`src/rtl/ahb3lite_pkg.sv`:
```
// rtl/ahb3lite_pkg.sv - shared AHB3-Lite types, slave FSM states and size helpers
package ahb3lite_pkg;

  typedef enum logic [1:0] {
    HTRANS_IDLE   = 2'b00,
    HTRANS_BUSY   = 2'b01,
    HTRANS_NONSEQ = 2'b10,
    HTRANS_SEQ    = 2'b11
  } HTRANS_state;

  typedef enum logic [2:0] {
    HBURST_SINGLE = 3'd0,
    HBURST_INCR   = 3'd1,
    HBURST_WRAP4  = 3'd2,
    HBURST_INCR4  = 3'd3,
    HBURST_WRAP8  = 3'd4,
    HBURST_INCR8  = 3'd5,
    HBURST_WRAP16 = 3'd6,
    HBURST_INCR16 = 3'd7
  } HBURST_Type;

  typedef enum logic {
    HRESP_OKAY  = 1'b0,
    HRESP_ERROR = 1'b1
  } HRESP_state;

  typedef enum logic [2:0] {
    ST_IDLE,
    ST_WAIT,
    ST_RD,
    ST_ERR1,
    ST_ERR2
  } slave_state_t;

  localparam logic [2:0] AHB_SIZE_BYTE  = 3'd0;
  localparam logic [2:0] AHB_SIZE_HALF  = 3'd1;
  localparam logic [2:0] AHB_SIZE_WORD  = 3'd2;
  localparam logic [2:0] AHB_SIZE_DWORD = 3'd3;

  function automatic logic is_aligned(input logic [7:0] addr, input logic [2:0] size);
    logic [7:0] mask;
    mask = (8'd1 << size) - 8'd1;
    return (addr & mask) == 8'd0;
  endfunction

endpackage

```
`src/rtl/ahb3lite_byte_lane_dec.sv`:
```
// rtl/ahb3lite_byte_lane_dec.sv - HSIZE and address LSBs to per-byte lane enables
module ahb3lite_byte_lane_dec #(
  parameter int DATA_W = 32
) (
  input  logic [2:0]                      size,
  input  logic [$clog2(DATA_W/8)-1:0]     lsb,
  output logic [DATA_W/8-1:0]             be
);

  localparam int NB = DATA_W / 8;

  always_comb begin
    be = '0;
    for (int i = 0; i < NB; i++) begin
      if (i >= int'(lsb) && i < int'(lsb) + (1 << size)) be[i] = 1'b1;
    end
  end

endmodule

```
`src/rtl/ahb3lite_param_slave.sv`:
```
// rtl/ahb3lite_param_slave.sv - AHB3-Lite slave to single-port synchronous memory
// with programmable wait states, two-cycle ERROR and a saturating error counter.
module ahb3lite_param_slave
  import ahb3lite_pkg::*;
#(
  parameter int DATA_W    = 32,
  parameter int ADDR_W    = 32,
  parameter int MEM_BYTES = 4096,
  parameter int WAIT_W    = 4
) (
  input  logic                          HCLK,
  input  logic                          HRESETn,
  input  logic                          HSEL,
  input  logic [ADDR_W-1:0]             HADDR,
  input  HTRANS_state                   HTRANS,
  input  logic                          HWRITE,
  input  logic [2:0]                    HSIZE,
  input  HBURST_Type                    HBURST,
  input  logic [DATA_W-1:0]             HWDATA,
  input  logic                          HREADY,
  output logic                          HREADYOUT,
  output HRESP_state                    HRESP,
  output logic [DATA_W-1:0]             HRDATA,
  input  logic [WAIT_W-1:0]             cfg_wait_n,
  output logic [$clog2(MEM_BYTES)-1:0]  mem_addr,
  output logic                          mem_re,
  output logic                          mem_we,
  output logic [DATA_W/8-1:0]           mem_be,
  output logic [DATA_W-1:0]             mem_wdata,
  input  logic [DATA_W-1:0]             mem_rdata,
  output logic [15:0]                   err_cnt
);

  localparam int AW = $clog2(MEM_BYTES);
  localparam int NB = DATA_W / 8;
  localparam int LL = $clog2(NB);

  slave_state_t      state, state_nx;
  logic [NB-1:0]     be_q, be_dec;
  logic              rd_q, wr_pend;
  logic [WAIT_W-1:0] cnt_q, tgt_q;
  logic              accept, addr_err, last_wait;
  logic              unused_hburst;

  assign unused_hburst = ^HBURST;

  // New transfers are only taken in cycles where this slave completes with OKAY.
  assign accept = HSEL && HREADY && (HTRANS == HTRANS_NONSEQ || HTRANS == HTRANS_SEQ)
               && (state == ST_IDLE || state == ST_RD);

  assign addr_err = (HADDR >= ADDR_W'(MEM_BYTES)) || (HSIZE > 3'(LL))
                 || !is_aligned(HADDR[7:0], HSIZE);

  assign last_wait = (cnt_q == tgt_q - WAIT_W'(1));

  ahb3lite_byte_lane_dec #(.DATA_W(DATA_W)) u_lane_dec (
    .size (HSIZE),
    .lsb  (HADDR[LL-1:0]),
    .be   (be_dec)
  );

  always_ff @(posedge HCLK or negedge HRESETn) begin
    if (!HRESETn) begin
      state    <= ST_IDLE;
      mem_addr <= '0;
      be_q     <= '0;
      rd_q     <= 1'b0;
      wr_pend  <= 1'b0;
      cnt_q    <= '0;
      tgt_q    <= '0;
      err_cnt  <= '0;
    end else begin
      state   <= state_nx;
      wr_pend <= 1'b0;
      if (accept && !addr_err) begin
        mem_addr <= {HADDR[AW-1:LL], {LL{1'b0}}};
        be_q     <= be_dec;
        rd_q     <= !HWRITE;
        cnt_q    <= '0;
        // Reads always wait at least one cycle to cover the memory's read latency.
        tgt_q    <= (!HWRITE && cfg_wait_n == '0) ? WAIT_W'(1) : cfg_wait_n;
        wr_pend  <= HWRITE && (cfg_wait_n == '0);
      end else if (state == ST_WAIT) begin
        cnt_q   <= cnt_q + WAIT_W'(1);
        wr_pend <= !rd_q && last_wait;
      end
      if (state == ST_ERR1 && err_cnt != 16'hFFFF) err_cnt <= err_cnt + 16'd1;
    end
  end

  always_comb begin
    state_nx  = state;
    HREADYOUT = 1'b1;
    HRESP     = HRESP_OKAY;
    HRDATA    = '0;
    mem_re    = 1'b0;
    mem_we    = 1'b0;
    mem_be    = '0;
    mem_wdata = '0;
    case (state)
      ST_IDLE, ST_RD: begin
        if (state == ST_RD) HRDATA = mem_rdata;
        // A pending write commits in the completion cycle, when HWDATA is on the bus.
        if (wr_pend) begin
          mem_we    = 1'b1;
          mem_be    = be_q;
          mem_wdata = HWDATA;
        end
        state_nx = ST_IDLE;
        if (accept) begin
          if (addr_err)                            state_nx = ST_ERR1;
          else if (!HWRITE || cfg_wait_n != '0)    state_nx = ST_WAIT;
        end
      end
      ST_WAIT: begin
        HREADYOUT = 1'b0;
        if (rd_q && cnt_q == '0) begin
          mem_re = 1'b1;
          mem_be = be_q;
        end
        if (last_wait) state_nx = rd_q ? ST_RD : ST_IDLE;
      end
      ST_ERR1: begin
        HREADYOUT = 1'b0;
        HRESP     = HRESP_ERROR;
        state_nx  = ST_ERR2;
      end
      ST_ERR2: begin
        HRESP    = HRESP_ERROR;
        state_nx = ST_IDLE;
      end
      default: state_nx = ST_IDLE;
    endcase
  end

endmodule

```
`config.mk`:
```
export PLATFORM = sky130hd
export DESIGN_NAME = ahb3lite_param_slave
export DESIGN_NICKNAME = d
export VERILOG_FILES = /design/src/rtl/ahb3lite_pkg.sv /design/src/rtl/ahb3lite_byte_lane_dec.sv /design/src/rtl/ahb3lite_param_slave.sv
export SDC_FILE = /design/constraint.sdc
export NUM_CORES = 1
export LEC_CHECK = 0
export CORE_MARGIN = 5
export CORE_UTILIZATION = 37
export DETAILED_ROUTE_END_ITERATION = 10
export HOLD_SLACK_MARGIN = 0.02
export PLACE_DENSITY = 0.85
export SLEW_MARGIN = 10
export SYNTH_ARGS = -nofsm -noshare
export SYNTH_HDL_FRONTEND = slang
export SYNTH_SLANG_ARGS = --single-unit
export TNS_END_PERCENT = 1
```
`constraint.sdc`:
```
create_clock -name HCLK -period 3.5 [get_ports HCLK]
set_clock_uncertainty 0.05 [all_clocks]
set_input_delay 0.7 -clock HCLK [delete_from_list [all_inputs] [get_ports HCLK]]
set_output_delay 0.7 -clock HCLK [all_outputs]
set_load 0.005 [all_outputs]
```
== Yosys cells after proc, flatten, opt, wreduce, memory -nomap -nowiden ==
Index checks and enable logic that the tools add are counted.

* Input bits: 113
* Bits in registers: 43
* Output and inout port bits: 100
* Logic and storage cells: 92

* Order comparisons: 9
* Eq/ne operators: 9
* Bitwise logic cells: 1
* $add $sub $neg: 5
* Multiplexer cells: 28
* Shift operators: 2
* Reduce and logical (&&, ||, !) cells: 30

{| class="wikitable"
|+ Operator list
! operator !! number
|-
| $mux W32 || 4
|-
| $lt A3 B32 Y1 const A || 2
|-
| $add A3 B32 Y32 || 1
|-
| $ge A32 B13 Y1 const B || 1
|-
| $lt A1 B32 Y1 const A || 1
|-
| $lt A2 B32 Y1 const A || 1
|-
| $shl A1 B3 Y32 const A || 1
|-
| $mux W4 || 5
|-
| $add A16 B1 Y16 const B || 1
|-
| $ne A16 B16 Y1 const B || 1
|-
| $mux W1 || 13
|-
| $logic_and A1 B1 Y1 || 12
|-
| $pmux W3 S3 || 1
|-
| $and A8 B8 Y8 || 1
|-
| $logic_not A4 Y1 || 2
|-
| $logic_not A8 Y1 || 1
|-
| $pmux W4 S2 || 1
|-
| $shl A1 B3 Y8 const A || 1
|-
| $sub A8 B1 Y8 const B || 1
|-
| $eq A3 B2 Y1 const B || 2
|-
| $mux W2 || 3
|-
| $reduce_or A2 Y1 || 3
|-
| $logic_or A1 B1 Y1 || 5
|-
| $add A4 B1 Y4 const B || 1
|-
| other kinds (14) || 19
|}

== Longest topological paths before layout ==
Gate-level depths: netlist of run 1.

* Word-level depth: 9
* Gate-level depth with buffers: 8
* Gate-level depth less buffers: 8

== Hierarchy ==
A second synthesis of run 1 with hierarchy kept.

* Cell total of the unflattened synthesis: 286
* Area, all modules: 2808.9 um^2

{| class="wikitable"
|+ By module, submodules not included
! module !! cells an instance !! seq. area each (um^2) !! area an instance (um^2) !! times used
|-
| ahb3lite_param_slave || 271 || 1076.0 || 2691.3 || 1
|-
| ahb3lite_byte_lane_dec || 15 || 0.0 || 117.6 || 1
|}

== Least setup slack after synthesis of run 1 ==
Ideal clock, no wire load.

* Path kind: input port to flip-flop
* Start: input HSIZE[1]
* End: register mem_addr[11]
* Stages on the path: 7
* Library setup time: 0.127 ns
* Slack: 0.956 ns
* Arrival: 2.367 ns
* Data required time: 3.323 ns
* Path buffers: 1
* Cells stage by stage: or3_1 -> ha_1 -> nor4_1 -> nand3_1 -> nor3_4 -> buf_6 -> mux2_1

* Cells in the longest elaborated chain, start to end: 8
* Elaborated cells between the ends (all ways): 10
* Classes of those cells: add/sub: 1; order compare: 1; shift: 1; bitwise: 1; reduce/logical: 6

{| class="wikitable"
|+ Ends and longest elaborated chain
! element !! RTL line !! RTL
|-
| start, declared || ahb3lite_param_slave.sv:17 || <nowiki>input logic [2:0] HSIZE,</nowiki>
|-
| $shl A1 B3 Y8 || ahb3lite_pkg.sv:42 || <nowiki>mask = (8'd1 << size) - 8'd1;</nowiki>
|-
| $sub A8 B1 Y8 || ahb3lite_pkg.sv:42 ||
|-
| $and A8 B8 Y8 || ahb3lite_pkg.sv:43 || <nowiki>return (addr & mask) == 8'd0;</nowiki>
|-
| $logic_not A8 Y1 || ahb3lite_pkg.sv:43 ||
|-
| $logic_not A1 Y1 || ahb3lite_param_slave.sv:52 || <nowiki>|| !is_aligned(HADDR[7:0], HSIZE);</nowiki>
|-
| $logic_or A1 B1 Y1 (*) || ahb3lite_param_slave.sv:52 ||
|-
| $logic_not A1 Y1 (*) || ahb3lite_param_slave.sv:75 || <nowiki>if (accept && !addr_err) begin</nowiki>
|-
| $logic_and A1 B1 Y1 (*) || ahb3lite_param_slave.sv:75 ||
|-
| end signal, assigned || ahb3lite_param_slave.sv:76 || <nowiki>mem_addr <= {HADDR[AW-1:LL], {LL{1'b0}}};</nowiki>
|-
| end, declared || ahb3lite_param_slave.sv:25 || <nowiki>output logic [$clog2(MEM_BYTES)-1:0] mem_addr,</nowiki>
|}

Mark *: on every way between the ends. The rest lies on a longest branch, timed or not.
A chain may end at the register's enable or synchronous reset.

== Worst setup path in the final report of run 1 ==
* Start: register state[2]
* End: output mem_be[2]

* Cells in the longest elaborated chain, start to end: 3
* Elaborated cells between the ends (all ways): 5
* Classes of those cells: eq/ne: 2; mux: 1; reduce/logical: 2

{| class="wikitable"
|+ Ends and longest elaborated chain
! element !! RTL line !! RTL
|-
| start, declared || ahb3lite_param_slave.sv:38 || <nowiki>slave_state_t state, state_nx;</nowiki>
|-
| start signal, assigned || ahb3lite_param_slave.sv:73 || <nowiki>state <= state_nx;</nowiki>
|-
| $eq A3 B2 Y1 / $logic_not A3 Y1 (equally long branches) || ahb3lite_param_slave.sv:100 || <nowiki>case (state)</nowiki>
|-
| $reduce_or A2 Y1 || ahb3lite_param_slave.sv:100 ||
|-
| $pmux W4 S2 (*) || ahb3lite_param_slave.sv:100 ||
|-
| end, declared || ahb3lite_param_slave.sv:28 || <nowiki>output logic [DATA_W/8-1:0] mem_be,</nowiki>
|}

Marks and branches as above.

==> results of run 1 <==
state kept, by name, summed over array words and instances, names as in the netlist:
signal    count
tgt_q         4
wr_pend       1
rd_q          1
cnt_q         4
mem_addr     10
err_cnt      16
be_q          4
state         3
stage by stage:
stage | hold WS (ns) | cells | setup WS [ns]
finish | 0.4534 | 583 | 0.3235
global route | 0.4765 | 583 | 0.2170
CTS | 0.4650 | 583 | 0.2906
detailed placement | 0.4406 | 576 | 0.3596
global placement | 0.4208 | 576 | 0.4158
floorplan | 0.3544 | 286 | 0.9558
final timing paths:
| kind | startpoint | endpoint | cells past startpoint |
|---|---|---|---|
| hold reg to reg | mem_addr[11]$_DFFE_PN0P_ | mem_addr[11]$_DFFE_PN0P_ | 1 |
| setup / recovery | state[2]$_DFFE_PN0P_ | mem_be[2] | 5 |
| min in group asynchronous | HRESETn | err_cnt[14]$_DFFE_PN0P_ | 1 |
| setup reg to reg | state[2]$_DFFE_PN0P_ | mem_addr[2]$_DFFE_PN0P_ | 5 |
| max in group asynchronous | HRESETn | err_cnt[8]$_DFFE_PN0P_ | 1 |
| hold / removal | mem_addr[11]$_DFFE_PN0P_ | mem_addr[11]$_DFFE_PN0P_ | 1 |
power by group:
group | switching [mW] | internal [mW] | total [mW] | leakage, nW
clock network | 0.162 | 0.209 | 0.371 | 0.0513
logic | 0.322 | 0.419 | 0.742 | 1.73
registers | 0.0669 | 0.547 | 0.614 | 0.572
layout by cell type (no fill, tap or decap), types with 2 or more instances in the layout:
| cell | instances |
|---|---|
| inv_1 | 11 |
| xnor2_1 | 7 |
| mux2_1 | 2 |
| conb_1 | 2 |
| nor2_1 | 16 |
| ha_1 | 7 |
| nand3_1 | 6 |
| mux2_2 | 5 |
| mux2_4 | 11 |
| a2bb2oi_1 | 3 |
| nand2b_1 | 2 |
| clkbuf_8 | 5 |
| and3_1 | 65 |
| nor4_1 | 8 |
| buf_4 | 3 |
| clkdlybuf4s50_1 | 205 |
| a21oi_1 | 7 |
| xor2_1 | 13 |
| nand2_1 | 10 |
| nor3_1 | 7 |
| mux2i_1 | 3 |
| nand4_1 | 5 |
| o21bai_1 | 2 |
| dfrtp_1 | 43 |
| nor4_2 | 4 |
| nor2b_1 | 4 |
per-layer routing:
layer / wire length [um] / vias to the layer above / share of wire, %
met1: 4133 / 1363 / 39
met5: 0 / - / 0
met4: 260 / 0 / 2.5
li1: - / 1413 / -
met3: 751 / 21 / 7.1
met2: 5465 / 124 / 52
layout make-up:
cell class | instances | area [um^2] | share of cell area [%]
multi-input cells | 213 | 1597 | 31.68
clock buffers | 6 | 72.57 | 1.440
well taps | 99 | 123.9 | 2.458
inverters | 11 | 41.29 | 0.8193
flip-flops and latches | 43 | 1076 | 21.35
repair buffers | 210 | 2100 | 41.66
clock inverters | 1 | 30.03 | 0.5958
cells by family (layout without fill, tap and decap cells):
kind of cell    Yosys count  in the layout  synth area share (%)
simple gates            141            141                 31.11
flops                    43             43                 38.32
buf+inv                  30            228                 5.214
compound gates           21             21                 5.392
mux                      21             21                 9.759
xor+xnor                 20             20                 6.239
fa+ha+maj                 8              8                 3.832
other cells               1              2                0.1336
critical path: cells and delay by family (launching register included):
| kind | cells | cell delay [ns] |
|---|---|---|
| DFF | 1 | 0.46 |
| buffers and inverters | 1 | 0.53 |
| and+or+nand+nor | 4 | 1.15 |
==> flow_summary.toml, run 1 <==
[cells_and_area]
final_area_um2 = 5040
final.fill_count = 566
fin_nets = 605
diodes = 0
drive_gt1_share_pct = 8.058
syn_to_final_growth_pct = 79.50
post-route-util_pct = 68.75

[setup_path]
start_kind = "flop"
max_stage_delay_ns = 0.54
crit_required_ns = 2.75
endpoint_kind = "output pin"
ff2ff_setup_slack_ns = 1.21
crit_path_cell_trace = "or3b_2 -> nor4_2 -> nor2_1 -> nor2b_1 -> clkdlybuf4s50_1"
arrival_ns = 2.43
critPathKind = "flop to output pin"
crit_path_max_fanout = 6
slowest_stage = "or3b_2"

[global_route]
grt_busiest_layer = "met2"
grt_max_degree = 44
antenna_found_initial = 0
grtUsageTotal_pct = 21.91
met1_usage_pct = 24.80
grt_pass1_wl_mm = 16.77
grtUsageMet3_pct = 6.102
grt_util_met2_pct = 40.02
grt-ovfl-total = 0
grt_pass1_vias = 3013

[synth]
synth-edff-count = 0
synth_most_common_cell = "and3_1"
synth_flop_cell = "dfrtp_1"
synth_cell_types = 50
ys_async_sr_fraction_pct = 100.0
netlist.area_leader.share_pct = 38.32
syn_inst = 285
yosys-top-cells-area = "dfrtp_1, and3_1, mux2_4"
synth_common_cells = "and3_1, dfrtp_1, nor2_1"
synth_top_area_cell = "dfrtp_1"
yosysSeqAreaShare_pct = 38.32
synth-seq-cells = 43
syn_avg_cell_area_um2 = 9.852
yosys_warnings = 0
synth_area_um2 = 2808

[die]
start_util_pct = 38.30
fp.dieW_um = 97.11
rows = 31
die_area_um2 = 9430
ios = 213
die_y_um = 97.11
fp.coreArea_um2 = 7331

[placed_design]
place_area_um2 = 4937
dp_hpwl_mm = 8.533
routabilityCongestion = 0.9588
port_buffers = 206

[clock_tree]
cts_sinks = 43
worstSkewPairLatency_ns = 0.29
cts_root_buf = "clkbuf_8"
cts_inserted_buffers = 5
cts_tree = "done"
htree_levels = 2
cts_setup_buffers = 0
ctsResizeCount = 0
path_clk_slew_ns = 0.08
cts-hold-fix-buffers = 0
ctsLongestPathBuffers = 2

[run]
max-cap-violations = 0

[power_and_ir_drop]
p_total_mw = 1.726
ir_drop_v = 0.0002518
p_leak_nw = 2.349
power.density_nw_per_um2 = 342.6

[sta]
fmaxAchievable_ghz = 0.3148
rsz0062_at_grt = "no"
finalSetupViolations = 0
worst_pin_slew_ns = 0.9449
hold_viol_final = 0
min_period_ns = 3.177
fin_tns_setup_ns = 0
slew_violations = 0
period_share_pct = 90.76
slew_headroom_pct = 37.01

[status]
outcome = "finished clean"

[min_path]
holdCritPathClass = "flop to flop"

[detailed_routing]
via_per_inst = 5.010
drt-total-wl_mm = 10.61
drt_iter0_drc = 85
dr_total_vias = 2921
antenna_left = 0
drc = 0
wl_per_cell_um = 18.20
firstDrtPassIters = 4
Note: power is estimated with default switching activity, not from simulation.
==> run 2: changes to the inputs <==
--- a/config.mk
+++ b/config.mk
@@ -5,7 +5,7 @@
 export SDC_FILE = /design/constraint.sdc
 export NUM_CORES = 1
 export LEC_CHECK = 0
-export CORE_MARGIN = 5
+export CORE_MARGIN = 2
 export CORE_UTILIZATION = 37
 export DETAILED_ROUTE_END_ITERATION = 10
 export HOLD_SLACK_MARGIN = 0.02
==> flow_summary.toml, run 2 (synthesis results as in run 1) <==
[global_route]
antenna_found_initial = 0
grt-ovfl-total = 0
grt_util_met2_pct = 41.30
grt_max_degree = 56
grtUsageTotal_pct = 22.46
grt_pass1_vias = 2869
grt_pass1_wl_mm = 15.15
met1_usage_pct = 25.85
grt_busiest_layer = "met2"
grtUsageMet3_pct = 5.809

[run]
max-cap-violations = 0

[detailed_routing]
via_per_inst = 5.009
drc = 0
drt-total-wl_mm = 9.553
drt_iter0_drc = 82
wl_per_cell_um = 16.36
antenna_left = 0
firstDrtPassIters = 4
dr_total_vias = 2925

[clock_tree]
ctsLongestPathBuffers = 2
cts_sinks = 43
ctsResizeCount = 0
path_clk_slew_ns = 0.08
cts_tree = "done"
cts_inserted_buffers = 5
cts_root_buf = "clkbuf_8"
htree_levels = 2
cts-hold-fix-buffers = 0
worstSkewPairLatency_ns = 0.29
cts_setup_buffers = 0

[status]
outcome = "finished clean"

[die]
rows = 31
ios = 213
start_util_pct = 38.50
fp.dieW_um = 91.11
fp.coreArea_um2 = 7292
die_y_um = 91.11
die_area_um2 = 8301

[sta]
min_period_ns = 3.182
slew_violations = 0
hold_slack_ns = 0.4499
period_share_pct = 90.91
hold_viol_final = 0
worst_pin_slew_ns = 0.9164
slew_headroom_pct = 38.91
rsz0062_at_grt = "no"
fin_tns_setup_ns = 0
finalSetupViolations = 0
fmaxAchievable_ghz = 0.3143

[cells_and_area]
post-route-util_pct = 68.87
drive_gt1_share_pct = 8.247
largest_reg_flops = 16
final_common_cell = "clkdlybuf4s50_1"
final_cell_mix = "clkdlybuf4s50_1, and3_1, dfrtp_1"
diodes = 0
reg_top3 = "err_cnt x16, mem_addr x10"
final.fill_count = 587
multi_input_area_um2 = 1597
regMostFlops = "err_cnt"
fin_nets = 605
area.sequential_um2 = 1076
syn_to_final_growth_pct = 78.88

[setup_path]
crit_required_ns = 2.75
arrival_ns = 2.43
crit_path_max_fanout = 6
rr_worst_depth = 6
crit_path_cell_trace = "or3b_2 -> nor4_2 -> nor2_1 -> nor2b_1 -> clkdlybuf4s50_1"
endpoint_kind = "output pin"
start_kind = "flop"
r2r_start = "state[2]$_DFFE_PN0P_"
slowest_stage = "or3b_2"
rr_endpoint = "mem_addr[3]$_DFFE_PN0P_"
critPathKind = "flop to output pin"
max_stage_delay_ns = 0.55
ff2ff_setup_slack_ns = 0.98

[min_path]
worstHoldStart = "err_cnt[11]$_DFFE_PN0P_"
min_path_cells = 1
whs_endpoint = "err_cnt[11]$_DFFE_PN0P_"
holdCritPathClass = "flop to flop"

[power_and_ir_drop]
power.density_nw_per_um2 = 328.7
p_leak_nw = 2.339
ir_drop_v = 0.0003493

[placed_design]
port_buffers = 206
dp_hpwl_mm = 7.614
routabilityCongestion = 0.8881
-- run 2: cell count changes in the layout (fill, tap and decap cells not counted), sizes merged --
cell      delta
bufinv       -1
clkinv       +1
clkinvlp     +1
-- run 2: per-stage QoR --
step	worst slack [ns]	area, um^2	cells	total power, mW
3_5_place_dp	0.3361	4937	576	1.358
3_3_place_gp	0.4255	4937	576	1.331
4_1_cts	0.3034	5022	584	1.662
5_1_grt	0.2300	5022	584	1.766
2_1_floorplan	0.9558	2811	286	0.9571
6_report	0.3183	5022	584	1.651
-- run 2: worst max-delay path by stage --
stage                         startpoint                       end  cells after the start
global route        state[2]$_DFFE_PN0P_                 mem_be[3]                      5
detailed placement              HSIZE[1]   mem_addr[4]$_DFFE_PN0P_                      8
global placement                HSIZE[1]   mem_addr[3]$_DFFE_PN0P_                      8
floorplan                       HSIZE[1]  mem_addr[11]$_DFFE_PN0P_                      7
finish              state[2]$_DFFE_PN0P_                 mem_be[3]                      5
CTS                 state[2]$_DFFE_PN0P_                 mem_be[3]                      5
-- run 2: per-layer routing --
metal,vias to the layer above,share of wire (%),wire length [um]
met5,-,0,0
met4,0,1.6,155
met3,15,6.6,632
met2,113,53,5043
met1,1375,39,3721
li1,1422,-,-
-- run 2: worst max-delay path, delay by kind of cell, from the launching register on --
family	cells	cell delay (ns)
buffers and inverters	1	0.53
flip-flops	1	0.46
AND/OR/NAND/NOR	4	1.16
-- run 2: report_power, final --
| part | total (mW) | internal [mW] | switching [mW] |
|---|---|---|---|
| combinational | 0.732 | 0.419 | 0.313 |
| clock | 0.304 | 0.140 | 0.164 |
| sequential | 0.615 | 0.547 | 0.0685 |
-- run 2: final cells by class --
cell class                      instances  share of cell area (%)
Timing Repair Buffer                  210                   41.80
Multi-Input combinational cell        213                   31.79
Sequential cell                        43                   21.42
Tap cell                               99                   2.466
Clock buffer                            6                   1.445
Inverter                               11                  0.8221
Clock inverter                          2                  0.2491
